<file path="config.mk">
export PLATFORM = sky130hd
export DESIGN_NAME = rtc_field_editor
export DESIGN_NICKNAME = d
export VERILOG_FILES = /design/src/rtl/rtc_pkg.sv /design/src/rtl/btn_repeat.sv /design/src/rtl/rtc_field_editor.sv
export SDC_FILE = /design/constraint.sdc
export NUM_CORES = 1
export LEC_CHECK = 0
export CORE_MARGIN = 2
export CORE_UTILIZATION = 40
export CTS_CLUSTER_DIAMETER = 100
export DETAILED_ROUTE_END_ITERATION = 16
export SYNTH_ARGS = -nofsm -noshare
export SYNTH_HDL_FRONTEND = slang
export SYNTH_SLANG_ARGS = --single-unit
</file>
<file path="constraint.sdc">
create_clock -name clk -period 4.15 [get_ports clk]
set_input_delay 0.415 -clock clk [delete_from_list [all_inputs] [get_ports clk]]
set_output_delay 0.415 -clock clk [all_outputs]
set_load 0.05 [all_outputs]
</file>
<file path="src/rtl/rtc_pkg.sv">
// Shared encodings and calendar helpers for the RTC field editor.
// Latency: n/a (types, constants and a pure function only).
// Backpressure: n/a.
package rtc_pkg;

    // field_sel reports these codes directly, so the values are fixed.
    typedef enum logic [2:0] {
        ST_IDLE = 3'd0,
        ST_SEG  = 3'd1,
        ST_MIN  = 3'd2,
        ST_HORA = 3'd3,
        ST_DIA  = 3'd4,
        ST_MES  = 3'd5,
        ST_ANO  = 3'd6
    } state_e;

    localparam int SEG_MAX    = 59;
    localparam int MES_MIN    = 1;
    localparam int MES_MAX    = 12;
    localparam int DIA_MIN    = 1;
    localparam int ANO_MAX    = 99;
    localparam int HORA12_MAX = 12;
    localparam int HORA24_MAX = 23;

    // Years are 2000..2099, so a year is a leap year exactly when its two LSBs
    // are zero (2000 itself is a leap year). Only those two bits are needed.
    function automatic logic [4:0] days_in_month(input logic [3:0] mes,
                                                 input logic [1:0] ano);
        logic [4:0] d;
        case (mes)
            4'd2:                    d = (ano == 2'b00) ? 5'd29 : 5'd28;
            4'd4, 4'd6, 4'd9, 4'd11: d = 5'd30;
            default:                 d = 5'd31;
        endcase
        return d;
    endfunction

endpackage

</file>
<file path="src/rtl/btn_repeat.sv">
// Rising-edge detector with hold-to-repeat for one button; emits single-cycle step pulses.
// Latency: step_o is combinational in the cycle the edge/repeat point is reached.
// Backpressure: none; the consumer decides whether a step is accepted.
// Ports: clk, reset (async active-low), btn_i (debounced level), step_o (step pulse).
module btn_repeat #(
    parameter int unsigned REPEAT_DLY  = 50_000_000,
    parameter int unsigned REPEAT_RATE = 10_000_000,
    parameter int unsigned CNT_W       = 32
) (
    input  logic clk,
    input  logic reset,
    input  logic btn_i,
    output logic step_o
);

    logic             btn_q;
    logic             rep_q, rep_d;   // 0: waiting out the initial delay, 1: repeating
    logic [CNT_W-1:0] cnt_q, cnt_d;   // cycles since the last step while held

    // The counter is loaded with 1 on each step, so comparing against the
    // delay/rate directly yields a step exactly that many cycles later.
    always_comb begin
        step_o = 1'b0;
        cnt_d  = cnt_q;
        rep_d  = rep_q;
        if (!btn_i) begin
            cnt_d = '0;
            rep_d = 1'b0;
        end else if (!btn_q) begin
            step_o = 1'b1;
            cnt_d  = CNT_W'(1);
            rep_d  = 1'b0;
        end else if (!rep_q) begin
            if (cnt_q == CNT_W'(REPEAT_DLY)) begin
                step_o = 1'b1;
                cnt_d  = CNT_W'(1);
                rep_d  = 1'b1;
            end else begin
                cnt_d = cnt_q + CNT_W'(1);
            end
        end else begin
            if (cnt_q == CNT_W'(REPEAT_RATE)) begin
                step_o = 1'b1;
                cnt_d  = CNT_W'(1);
            end else begin
                cnt_d = cnt_q + CNT_W'(1);
            end
        end
    end

    always_ff @(posedge clk or negedge reset) begin
        if (!reset) begin
            btn_q <= 1'b0;
            rep_q <= 1'b0;
            cnt_q <= '0;
        end else begin
            btn_q <= btn_i;
            rep_q <= rep_d;
            cnt_q <= cnt_d;
        end
    end

endmodule

</file>
<file path="src/rtl/rtc_field_editor.sv">
// Button-driven field-by-field editor for RTC clock/date and timer values, with commit strobe.
// Latency: one cycle from a button edge to the updated registered field/state outputs.
// Backpressure: none; one action per cycle by priority, lower-priority edges that cycle are dropped.
// Ports: clk, reset (async active-low), C_T (1 clock/date, 0 timer), escribe/aumenta/disminuye/
//        corre_der/corre_izq buttons, doce_24 (1 = 12 h); outputs: nine W-bit fields,
//        field_sel (state code), editing, commit (one-cycle pulse on leaving edit mode).
module rtc_field_editor
    import rtc_pkg::*;
#(
    parameter int unsigned W           = 8,
    parameter int unsigned REPEAT_DLY  = 50_000_000,
    parameter int unsigned REPEAT_RATE = 10_000_000,
    parameter int unsigned TIMEOUT     = 1_000_000_000,
    parameter int unsigned CNT_W       = 32
) (
    input  logic         clk,
    input  logic         reset,
    input  logic         C_T,
    input  logic         escribe,
    input  logic         aumenta,
    input  logic         disminuye,
    input  logic         corre_der,
    input  logic         corre_izq,
    input  logic         doce_24,
    output logic [W-1:0] seg_C,
    output logic [W-1:0] min_C,
    output logic [W-1:0] hora_C,
    output logic [W-1:0] dia,
    output logic [W-1:0] mes,
    output logic [W-1:0] ano,
    output logic [W-1:0] seg_T,
    output logic [W-1:0] min_T,
    output logic [W-1:0] hora_T,
    output logic [2:0]   field_sel,
    output logic         editing,
    output logic         commit
);

    state_e           state_q, state_d;
    logic [W-1:0]     seg_c_q, seg_c_d, min_c_q, min_c_d, hora_c_q, hora_c_d;
    logic [W-1:0]     dia_q, dia_d, mes_q, mes_d, ano_q, ano_d;
    logic [W-1:0]     seg_t_q, seg_t_d, min_t_q, min_t_d, hora_t_q, hora_t_d;
    logic [CNT_W-1:0] to_q, to_d;
    logic             commit_q, commit_d;
    logic             esc_q, der_q, izq_q, doce_q;

    logic             esc_e, der_e, izq_e, doce_rise;
    logic             up_step, dn_step;
    logic             acted;
    logic [W-1:0]     hr_min, hr_max, dim_cur, dim_new;

    btn_repeat #(.REPEAT_DLY(REPEAT_DLY), .REPEAT_RATE(REPEAT_RATE), .CNT_W(CNT_W)) u_rep_up (
        .clk    (clk),
        .reset  (reset),
        .btn_i  (aumenta),
        .step_o (up_step)
    );

    btn_repeat #(.REPEAT_DLY(REPEAT_DLY), .REPEAT_RATE(REPEAT_RATE), .CNT_W(CNT_W)) u_rep_dn (
        .clk    (clk),
        .reset  (reset),
        .btn_i  (disminuye),
        .step_o (dn_step)
    );

    // Step a value inside [lo, hi] with wrap-around in both directions.
    function automatic logic [W-1:0] bump(input logic [W-1:0] v, input logic [W-1:0] lo,
                                          input logic [W-1:0] hi, input logic up);
        if (up) return (v >= hi) ? lo : v + W'(1);
        else    return (v <= lo) ? hi : v - W'(1);
    endfunction

    // 24 h -> 12 h mapping: midnight becomes 12, afternoon hours drop by 12.
    function automatic logic [W-1:0] to_12h(input logic [W-1:0] h);
        if (h == '0)                   return W'(HORA12_MAX);
        else if (h > W'(HORA12_MAX))   return h - W'(HORA12_MAX);
        else                           return h;
    endfunction

    function automatic state_e nav_next(input state_e s, input logic c_t);
        case (s)
            ST_SEG:  return ST_MIN;
            ST_MIN:  return ST_HORA;
            ST_HORA: return c_t ? ST_DIA : ST_SEG;
            ST_DIA:  return ST_MES;
            ST_MES:  return ST_ANO;
            default: return ST_SEG;
        endcase
    endfunction

    function automatic state_e nav_prev(input state_e s, input logic c_t);
        case (s)
            ST_SEG:  return c_t ? ST_ANO : ST_HORA;
            ST_MIN:  return ST_SEG;
            ST_HORA: return ST_MIN;
            ST_DIA:  return ST_HORA;
            ST_MES:  return ST_DIA;
            ST_ANO:  return ST_MES;
            default: return ST_SEG;
        endcase
    endfunction

    assign esc_e     = escribe   & ~esc_q;
    assign der_e     = corre_der & ~der_q;
    assign izq_e     = corre_izq & ~izq_q;
    assign doce_rise = doce_24   & ~doce_q;
    assign hr_min    = doce_24 ? W'(1) : W'(0);
    assign hr_max    = doce_24 ? W'(HORA12_MAX) : W'(HORA24_MAX);
    assign dim_cur   = W'(days_in_month(mes_q[3:0], ano_q[1:0]));

    always_comb begin
        state_d  = state_q;
        seg_c_d  = seg_c_q;
        min_c_d  = min_c_q;
        hora_c_d = hora_c_q;
        dia_d    = dia_q;
        mes_d    = mes_q;
        ano_d    = ano_q;
        seg_t_d  = seg_t_q;
        min_t_d  = min_t_q;
        hora_t_d = hora_t_q;
        to_d     = to_q;
        commit_d = 1'b0;
        acted    = 1'b0;
        dim_new  = dim_cur;

        if (state_q == ST_IDLE) begin
            to_d = '0;
            if (esc_e) state_d = ST_SEG;
        end else if (esc_e) begin
            state_d  = ST_IDLE;
            commit_d = 1'b1;
            to_d     = '0;
        end else begin
            if (!C_T && (state_q inside {ST_DIA, ST_MES, ST_ANO})) begin
                // Timer mode has no date fields: fall back to the first field.
                state_d = ST_SEG;
            end else if (up_step || dn_step) begin
                acted = 1'b1;
                case (state_q)
                    ST_SEG: begin
                        if (C_T) seg_c_d = bump(seg_c_q, '0, W'(SEG_MAX), up_step);
                        else     seg_t_d = bump(seg_t_q, '0, W'(SEG_MAX), up_step);
                    end
                    ST_MIN: begin
                        if (C_T) min_c_d = bump(min_c_q, '0, W'(SEG_MAX), up_step);
                        else     min_t_d = bump(min_t_q, '0, W'(SEG_MAX), up_step);
                    end
                    ST_HORA: begin
                        if (C_T) hora_c_d = bump(hora_c_q, hr_min, hr_max, up_step);
                        else     hora_t_d = bump(hora_t_q, hr_min, hr_max, up_step);
                    end
                    ST_DIA: dia_d = bump(dia_q, W'(DIA_MIN), dim_cur, up_step);
                    ST_MES: begin
                        mes_d   = bump(mes_q, W'(MES_MIN), W'(MES_MAX), up_step);
                        dim_new = W'(days_in_month(mes_d[3:0], ano_q[1:0]));
                        if (dia_q > dim_new) dia_d = dim_new;
                    end
                    ST_ANO: begin
                        ano_d   = bump(ano_q, '0, W'(ANO_MAX), up_step);
                        dim_new = W'(days_in_month(mes_q[3:0], ano_d[1:0]));
                        if (dia_q > dim_new) dia_d = dim_new;
                    end
                    default: ;
                endcase
            end else if (der_e) begin
                acted   = 1'b1;
                state_d = nav_next(state_q, C_T);
            end else if (izq_e) begin
                acted   = 1'b1;
                state_d = nav_prev(state_q, C_T);
            end

            if (acted) begin
                to_d = '0;
            end else if (to_q == CNT_W'(TIMEOUT - 1)) begin
                state_d  = ST_IDLE;
                commit_d = 1'b1;
                to_d     = '0;
            end else begin
                to_d = to_q + CNT_W'(1);
            end
        end

        // Entering 12 h mode rewrites both hour registers regardless of state;
        // leaving it keeps the stored value (1..12 is already a valid 24 h hour).
        if (doce_rise) begin
            hora_c_d = to_12h(hora_c_d);
            hora_t_d = to_12h(hora_t_d);
        end
    end

    always_ff @(posedge clk or negedge reset) begin
        if (!reset) begin
            state_q  <= ST_IDLE;
            seg_c_q  <= '0;
            min_c_q  <= '0;
            hora_c_q <= '0;
            dia_q    <= W'(DIA_MIN);
            mes_q    <= W'(MES_MIN);
            ano_q    <= '0;
            seg_t_q  <= '0;
            min_t_q  <= '0;
            hora_t_q <= '0;
            to_q     <= '0;
            commit_q <= 1'b0;
            esc_q    <= 1'b0;
            der_q    <= 1'b0;
            izq_q    <= 1'b0;
            doce_q   <= 1'b0;
        end else begin
            state_q  <= state_d;
            seg_c_q  <= seg_c_d;
            min_c_q  <= min_c_d;
            hora_c_q <= hora_c_d;
            dia_q    <= dia_d;
            mes_q    <= mes_d;
            ano_q    <= ano_d;
            seg_t_q  <= seg_t_d;
            min_t_q  <= min_t_d;
            hora_t_q <= hora_t_d;
            to_q     <= to_d;
            commit_q <= commit_d;
            esc_q    <= escribe;
            der_q    <= corre_der;
            izq_q    <= corre_izq;
            doce_q   <= doce_24;
        end
    end

    assign seg_C     = seg_c_q;
    assign min_C     = min_c_q;
    assign hora_C    = hora_c_q;
    assign dia       = dia_q;
    assign mes       = mes_q;
    assign ano       = ano_q;
    assign seg_T     = seg_t_q;
    assign min_T     = min_t_q;
    assign hora_T    = hora_t_q;
    assign field_sel = state_q;
    assign editing   = (state_q != ST_IDLE);
    assign commit    = commit_q;

endmodule

</file>
==> summary.txt <==
Drt first pass iters -> 5
Vias post-DR -> 11200
Cells after Synth -> 1461
Status -> finished clean
Die Height -> 178 um
Worst skew pair latency -> 0.44 ns
Area share of fa/ha/maj cells after synthesis -> 0.0519
Seq cells post-synth -> 180
Multiplexer share of the synthesized area -> 0.00871
Port bufs -> 85
Crit path max-delay family -> simple AND/OR/NAND/NOR gates
Critical path peak fanout -> 4
Die W -> 178 um
Post-DP HPWL -> 23100 um
CTS Sinks -> 180
IO Pins -> 86
Crit path buffers/inverters -> 0
Lkg Pwr -> 5.94 nW
Multi-input combinational cell area -> 7150 sq um
Ys async rst share -> 1.00
Final #Nets -> 1648
Maximum clock path buffer count -> 2
Cell variety after synth -> 86
CTS Hold Bufs -> 0
Startpoint Class -> flip-flop
Seq/Total Area, Yosys -> 0.374
Final ANT Viol Nets -> 0
Primary FF master, synth -> dfrtp_1
DR vias/cell -> 5.64
Largest family of logic cells by synthesized area -> simple AND/OR/NAND/NOR gates
Peak supply drop -> 0.000256 V
Routed wire length -> 32200 um
Most frequent cells in the layout -> nor2_1, dfrtp_1, nand2_1
Worst slew pin tran -> 1.01 ns
Minimum clock period -> 3.99 ns
CTS Buf Count -> 17
Power Density -> 581 nW/um^2
Syn Area/Cell -> 8.26 sq um
Max Cap Violations -> 0
TritonCTS clock tree -> done
Top cell type's share of synthesized area -> 0.369
Starting DRC count in detailed routing -> 707
Synth area leader -> dfrtp_1
Row count -> 63
Register area -> 4510 sq um
First-pass GRT wire length -> 53900 um
Placer Congestion -> 0.883
Clk slew on worst S/H paths -> 0.07 ns
Fillers -> 2909
Cell mode on critical path -> or4_4
Syn Nets -> 1520
DRC Markers -> 0
Gr ovfl total -> 0
Largest cells by area after synthesis -> dfrtp_1, nor2_1, ha_1, a21oi_1, nand2_1
All-Layer GR Usage -> 0.208
Data required, critical path -> 4.50 ns
Synth Warn # -> 0
Hold Path Class -> in -> async
Worst EP arrival -> 4.35 ns
Setup violators final -> 0
Wire per inst -> 16.2 um
Pin count of the biggest net entering global routing -> 104
RSZ-0062 raised after global routing -> true
Mapped cell area -> 12100 sq um
Compound-Gate Fraction of Synth Area -> 0.190
Slew Limit Fails -> 0
H-tree Lvls -> 4
Fmax -> 250 MHz
Worst path slowest cell -> or4_1
Vias in the first global route -> 10700
Worst Skew -> 0.0163 ns
Crit end category -> flip-flop
Crit share post-route -> 0.962
Root Driver -> clkbuf_16
P&R area growth vs syn -> 20.3%
Slew margin rel. -> 0.324
Synth Area in Simple Gates -> 0.264
XOR/XNOR Fraction of Synth Area -> 0.0704
Starting Density -> 0.407
Type of the worst setup path -> reg -> reg
Crit-path cells -> or4_1, or4_4, nand3_2, a21o_1, nand2_2, a21o_1, and2_1, ha_1, nand2_1, o21ai_1, a31oi_1, nor2b_1, o21a_1, or4_4, or4_4, o211ai_2
Initial antenna violation count -> 0
Number of flops mapped to enable cells by yosys -> 0
Die area -> 31600 sq um
Most common cell after layout, fill and taps aside -> nor2_1
Total power -> 8.43 mW
Antenna Cells -> 0
Largest stage delay on the critical path -> 0.59 ns
WHS -> 0.0521 ns
Final Hold Viols -> 0
Layout cell share with drive strength beyond 1 -> 0.104
Core box area -> 29600 sq um
[synthesized netlist by cell type (all sizes together), types with 18 or more instances]
cell	count
clkbuf	60
nor3	48
nand2	119
nand2b	18
nor4	22
o31ai	21
xnor2	47
a21oi	99
nand3	84
xor2	50
ha	50
nand4	28
o21ai	75
inv	55
and3	29
dfrtp	178
or3	26
nor2	206
[where the power goes]
group / internal, mW / total [mW] / leakage [nW] / switching, mW
clock network: 0.848 / 1.61 / 0.281 / 0.759
registers: 2.02 / 2.59 / 2.35 / 0.568
logic: 1.63 / 4.23 / 3.31 / 2.60
[metal layers]
| layer | up-vias | part of all wire | track usage |
|---|---|---|---|
| met4 | 0 | 0.015 | 0.0581 |
| met5 | - | 0 | 0 |
| li1 | 5532 | - | - |
| met2 | 261 | 0.46 | 0.332 |
| met3 | 33 | 0.039 | 0.0257 |
| met1 | 5403 | 0.48 | 0.298 |
[area by class of cell]
type                       instances  share of cell area
sequential                       180               0.311
timing repair buffer             181               0.109
tap                              390              0.0336
multi-input combinational       1154               0.492
clock inverter                    14              0.0100
clock buffer                      18              0.0296
inverter                          55              0.0142
[cells by family (layout without fill, tap and decap cells)]
kind of cell / count (synthesis) / count (layout)
AND/OR/NAND/NOR: 650 / 650
AO/OA/AOI/OAI: 347 / 347
flip-flops: 180 / 180
buffers and inverters: 127 / 268
XOR/XNOR: 97 / 97
adder cells (fa/ha/maj): 50 / 50
multiplexers: 10 / 10
[repair_timing]
item	CTS	global route
hold endpoints to repair	0	0
resized for setup	5	6
buffers inserted	4	4
setup endpoints to repair	7	8
pin swaps	13	8
[stage by stage]
stage | instances | instance area, sq um | setup WS [ns] | TNS, ns | utilization
floorplan | 1461 | 12100 | -0.145 | -0.292 | -
global placement | 1952 | 13800 | -0.0383 | -0.0415 | 0.466
detailed placement | 1952 | 13800 | -0.125 | -0.372 | 0.466
CTS | 1988 | 14500 | -0.0242 | -0.0396 | 0.488
global route | 1992 | 14500 | -0.103 | -0.346 | 0.490
finish | 1992 | 14500 | 0.157 | 0 | 0.490
[worst paths after layout]
kind / start / to / slack [ns] / cells after the start
max: mes[7]$_DFFE_PN0P_ / dia[6]$_DFFE_PN0P_ / 0.16 / 16
min: reset / hora_T[3]$_DFF_PN0_ / 0.05 / 1
max reg2reg: mes[7]$_DFFE_PN0P_ / dia[6]$_DFFE_PN0P_ / 0.16 / 16
min reg2reg: to_q[0]$_DFF_PN0_ / to_q[0]$_DFF_PN0_ / 0.49 / 1
max in group asynchronous: reset / min_C[4]$_DFFE_PN0P_ / 3.15 / 2
min in group clk: to_q[0]$_DFF_PN0_ / to_q[0]$_DFF_PN0_ / 0.49 / 1
[sequential cells by signal (all words and copies together), names as in the netlist, 3 cells and up]
name	cells
u_rep_up.cnt_q	32
min_T	8
dia	8
field_sel	3
min_C	8
hora_C	8
ano	8
hora_T	8
seg_C	8
seg_T	8
mes	8
to_q	32
u_rep_dn.cnt_q	32
Power figures use the tool's default switching activity.
